## src/rtl/count_seq_pkg.sv

```systemverilog
// Shared definitions for the count sequencer block.
//   state_t  : sequencer FSM states
//   DIR_UP   : step direction constant for incrementing (1)
//   DIR_DOWN : step direction constant for decrementing (0)
package count_seq_pkg;

    typedef enum logic [1:0] {
        ST_IDLE  = 2'd0,
        ST_RUN   = 2'd1,
        ST_PAUSE = 2'd2,
        ST_DONE  = 2'd3
    } state_t;

    localparam logic DIR_UP   = 1'b1;
    localparam logic DIR_DOWN = 1'b0;

endpackage

```

## src/rtl/up_down_counter.sv

```systemverilog
// Loadable up/down counter with modulo-2^BITS wrap.
// Ports:
//   clk      : clock, rising edge
//   rst      : asynchronous active-high reset, clears count to 0
//   load     : load load_val this edge (wins over en)
//   load_val : value loaded when load=1
//   en       : step by one this edge
//   dir      : DIR_UP increments, DIR_DOWN decrements
//   count    : current counter value
module up_down_counter
    import count_seq_pkg::*;
#(
    parameter int BITS = 4
) (
    input  logic            clk,
    input  logic            rst,
    input  logic            load,
    input  logic [BITS-1:0] load_val,
    input  logic            en,
    input  logic            dir,
    output logic [BITS-1:0] count
);

    logic [BITS-1:0] count_q;
    logic [BITS-1:0] count_d;

    always_comb begin
        count_d = count_q;
        if (load) begin
            count_d = load_val;
        end else if (en) begin
            // Natural BITS-wide overflow gives the required wrap in both directions.
            count_d = (dir == DIR_UP) ? count_q + BITS'(1) : count_q - BITS'(1);
        end
    end

    always_ff @(posedge clk or posedge rst) begin
        if (rst) begin
            count_q <= '0;
        end else begin
            count_q <= count_d;
        end
    end

    assign count = count_q;

endmodule

```

## src/rtl/count_sequencer.sv

```systemverilog
// Run sequencer: loads a start value, steps it toward a latched target once
// every PRESCALE cycles, supports pause and abort, and pulses done for one
// cycle when the target is reached.
// Ports:
//   clk       : clock, rising edge
//   rst       : asynchronous active-high reset
//   start     : begin a run (sampled in IDLE only)
//   dir       : step direction captured at start (1 = up, 0 = down)
//   start_val : initial count loaded at start
//   target    : terminal value captured at start
//   pause     : freezes stepping while high
//   abort     : cancels the run (priority over pause)
//   count     : current counter value
//   busy      : high whenever the FSM is not IDLE
//   done      : one-cycle pulse on run completion
module count_sequencer
    import count_seq_pkg::*;
#(
    parameter int BITS     = 4,
    parameter int PRESCALE = 1
) (
    input  logic            clk,
    input  logic            rst,
    input  logic            start,
    input  logic            dir,
    input  logic [BITS-1:0] start_val,
    input  logic [BITS-1:0] target,
    input  logic            pause,
    input  logic            abort,
    output logic [BITS-1:0] count,
    output logic            busy,
    output logic            done
);

    localparam logic [7:0] PRESC_LAST = 8'(PRESCALE - 1);

    state_t          state_q, state_d;
    logic [7:0]      presc_q, presc_d;
    logic            dir_q, dir_d;
    logic [BITS-1:0] target_q, target_d;

    logic            cnt_load;
    logic            cnt_en;
    logic [BITS-1:0] cnt_val;
    logic [BITS-1:0] step_val;

    // Value the counter will hold after a step; used to spot target arrival
    // on the same edge as the step itself.
    assign step_val = (dir_q == DIR_UP) ? cnt_val + BITS'(1) : cnt_val - BITS'(1);

    always_comb begin
        state_d  = state_q;
        presc_d  = presc_q;
        dir_d    = dir_q;
        target_d = target_q;
        cnt_load = 1'b0;
        cnt_en   = 1'b0;

        case (state_q)
            ST_IDLE: begin
                if (start) begin
                    cnt_load = 1'b1;
                    dir_d    = dir;
                    target_d = target;
                    presc_d  = '0;
                    state_d  = (start_val == target) ? ST_DONE : ST_RUN;
                end
            end
            // RUN and PAUSE share one decision: abort, then pause, then tick.
            // Releasing pause ticks on that same edge, so no cycle is lost.
            ST_RUN, ST_PAUSE: begin
                if (abort) begin
                    state_d = ST_IDLE;
                end else if (pause) begin
                    state_d = ST_PAUSE;
                end else begin
                    state_d = ST_RUN;
                    if (presc_q == PRESC_LAST) begin
                        cnt_en  = 1'b1;
                        presc_d = '0;
                        if (step_val == target_q) begin
                            state_d = ST_DONE;
                        end
                    end else begin
                        presc_d = presc_q + 8'd1;
                    end
                end
            end
            ST_DONE: begin
                state_d = ST_IDLE;
            end
            default: begin
                state_d = ST_IDLE;
            end
        endcase
    end

    always_ff @(posedge clk or posedge rst) begin
        if (rst) begin
            state_q  <= ST_IDLE;
            presc_q  <= '0;
            dir_q    <= DIR_DOWN;
            target_q <= '0;
        end else begin
            state_q  <= state_d;
            presc_q  <= presc_d;
            dir_q    <= dir_d;
            target_q <= target_d;
        end
    end

    up_down_counter #(
        .BITS(BITS)
    ) u_counter (
        .clk      (clk),
        .rst      (rst),
        .load     (cnt_load),
        .load_val (start_val),
        .en       (cnt_en),
        .dir      (dir_q),
        .count    (cnt_val)
    );

    assign count = cnt_val;
    assign busy  = (state_q != ST_IDLE);
    assign done  = (state_q == ST_DONE);

endmodule

```

## config.mk

```make
export PLATFORM = sky130hd
export DESIGN_NAME = count_sequencer
export DESIGN_NICKNAME = d
export VERILOG_FILES = /design/src/rtl/count_seq_pkg.sv /design/src/rtl/up_down_counter.sv /design/src/rtl/count_sequencer.sv
export SDC_FILE = /design/constraint.sdc
export NUM_CORES = 1
export LEC_CHECK = 0
export BUFFER_PORTS_ARGS = -buffer_cell sky130_fd_sc_hd__buf_2
export CAP_MARGIN = 20
export CORE_MARGIN = 4
export CORE_UTILIZATION = 50
export DETAILED_ROUTE_END_ITERATION = 10
export PLACE_DENSITY = 0.71
export REMOVE_ABC_BUFFERS = 1
export SKIP_LAST_GASP = 1
export SLEW_MARGIN = 20
export SYNTH_ARGS = -nofsm -noshare
export SYNTH_HDL_FRONTEND = slang
export SYNTH_SLANG_ARGS = --single-unit
```

## constraint.sdc

```tcl
create_clock -name clk -period 2.2 [get_ports clk]
set_clock_uncertainty 0.15 [all_clocks]
set_input_delay 0.33 -clock clk [delete_from_list [all_inputs] [get_ports clk]]
set_output_delay 0.33 -clock clk [all_outputs]
set_load 0.02 [all_outputs]
```

==> run summary <==
Placed inst area = 1500 sq um
Status = finished clean
Synth Flop Type = dfrtp_1
Post-synth EDFFs = 0
Mapped Cells = 128
Nets@finish = 194
Number of diodes = 0
P per Cell Area = 1260 nW/um^2
H-tree depth = 1
Root Driver = clkbuf_4
CTS clock-pin slew for the worst setup and hold paths = 120 ps
Unique masters post-synth = 39
Crit path DAT = 2300 ps
Std cell rows = 17
Critical path type = register to register
Port Buf Inserts = 19
Initial antenna violation count = 0
Highest-count cells in the layout ignoring fill and taps = buf_4 (21), dfrtp_1 (19), buf_2 (19)
Area contributors post-synth = dfrtp_1 (38%), ha_1 (5.9%), mux2_2 (4.4%), o21ai_0 (3.6%), xnor2_1 (3.5%)
Via count = 1103
Type of the worst min-delay path = primary input to register
Final worst slack = 8.34 ps
Max Fclk = 0.456 GHz
CP Capture Type = register
Die width = 58.4 microns
CP Launch Type = register
Tightest Pin Transition = 758 ps
Pwr Total = 2060 uW
DR DRC count = 0
Final instance area = 1630 sq um
Relative slew slack = 49.4%
Io pins = 20
Iter 0 DRT Violations = 21
Max incr delay on CP = 450 ps
Die area = 3400 sq um
Pre-CTS WS = -57.6 ps
Post-route setup TNS = 0 ps
Share of cells above drive strength 1 = 35.5%
Final Max Tran Viols = 0
Post-Route WL = 3.07 mm
CTS tree = done
Leak pwr = 0.000801 uW
Clock Path Buffers = 2
Most common cell after layout, fill and taps aside = buf_4
Avg Cell Area, Syn = 9.90 sq um
# setup viols final = 0
RSZ-0062 raised after global routing = true
Max_cap viols = 0
Post-route core utilization = 70.5%
# clock sinks = 19
Synth top area share = 37.5%
Area leader, netlist = dfrtp_1
CP max stage cell = or4b_4
Core ar. = 2320 sq um
Netlist Area Pre-Place = 1270 sq um
Starting Density = 54.7%
Final period util = 99.6%
Routed Antenna Nets = 0
Layout overhead on the synthesized area = 28.9%
Register area share after synthesis = 37.5%
Placer Congestion = 0.921
Flops & latches, synth = 19
Vias in the first global route = 1077
Chip height = 58.4 microns
Largest net degree at the start of global routing = 20
Fin crit period = 2190 ps
Synth warnings = 0
Vias per cell = 5.52
Tot GR Track Use = 18.4%
Post-synth ARST share = 100%
Total global routing overflow = 0
CP Cell Sequence = inv_2 > ha_4 > or4b_4 > or3_4 > a2111oi_4 > nand3b_1
Worst path required time = 2310 ps
DP HPWL = 2.23 mm
WL per Instance = 15.4 microns
Worst ir drop on vdd = 912 uV
# fillers = 203
CTS Buf Count = 3
Global-route wire length before repair = 4.76 mm
Worst skew pair latency = 310 ps
Max FO, Critical Path = 3
Final Hold Fails = 0
First-pass DRT Iterations = 4
worst paths after layout:
check | slack, ps | endpoint | from | cells after the start
hold reg to reg | 360 | presc_q[7] | presc_q[7] | 1
max in group asynchronous | 890 | state_q[0] | rst | 3
setup reg to reg | 8 | u_counter.count[3] | presc_q[0] | 6
hold / removal | 60 | dir_q | dir | 3
min in group asynchronous | 540 | u_counter.count[2] | rst | 3
setup / recovery | 8 | u_counter.count[3] | presc_q[0] | 6
state kept, by name (all words and copies together) (netlist names):
signal and count:
u_counter.count 4, presc_q 8, dir_q 1, target_q 4, state_q 2
cells in the mapped netlist, types with 2 or more instances:
master / instances
nand3_1: 3
inv_1: 11
mux2i_1: 3
nor2b_1: 4
and3_1: 2
ha_1: 6
dfrtp_1: 19
nor3_1: 2
and2_1: 3
xor2_1: 5
a22o_1: 4
nand3b_1: 2
nor2_1: 6
o21ai_0: 9
or3_1: 3
nand2_1: 6
a21o_1: 3
xnor2_1: 5
nand4_1: 2
mux2_2: 5
a21oi_1: 7
critical path, delay by kind of cell, from the launching register on:
family	cells	cell delay [ps]
AOI/OAI and AO/OA	1	310
adders and majority gates	1	130
DFF	1	410
and+or+nand+nor	3	1040
buffers and inverters	1	90
cell type report:
type / count / area (sq um) / share of cell area (%)
repair buffers: 42 / 274 / 16.8
inverters: 11 / 41.3 / 2.53
clock inverters: 1 / 5.00 / 0.306
flip-flops and latches: 19 / 475 / 29.1
multi-input cells: 96 / 781 / 47.8
well taps: 28 / 35.0 / 2.14
clock buffers: 3 / 22.5 / 1.38
logic make-up after synthesis:
logic type,count (synthesis),synth area share [%]
AOI/OAI and AO/OA,30,17.1
xor gates and xnor gates,11,8.69
adders and majority gates,7,7.50
buffers and inverters,13,4.54
DFF,19,37.5
muxes,8,6.81
and+or+nand+nor,40,17.9
per-stage QoR:
stage | std cells | hold slack [ps]
2_1_floorplan | 126 | 131
3_3_place_gp | 189 | 334
3_5_place_dp | 189 | 342
4_1_cts | 196 | 62.4
5_1_grt | 200 | 51.3
6_report | 200 | 64.3
per-layer routing:
layer  up-vias  wire, microns  track usage, %
li1        543              -               -
met1       520           1440            25.1
met2        32           1390            28.5
met3         8            173            4.61
met4         0             68            5.96
met5         -              0               0
timing repair:
action / CTS / global route
pin swaps: 1 / 2
gates resized for setup: 2 / 9
setup endpoints to repair: 4 / 9
hold endpoints to repair: 19 / 0
setup buffers: 2 / 4
hold buffers: 1 / 0
power by group:
| group | internal (uW) | total [uW] | switching (uW) |
|---|---|---|---|
| clock network | 68.2 | 194 | 126 |
| registers | 454 | 539 | 85.2 |
| logic | 639 | 1330 | 688 |
| total | 1160 | 2060 | 899 |
(Power assumes the default switching activity.)
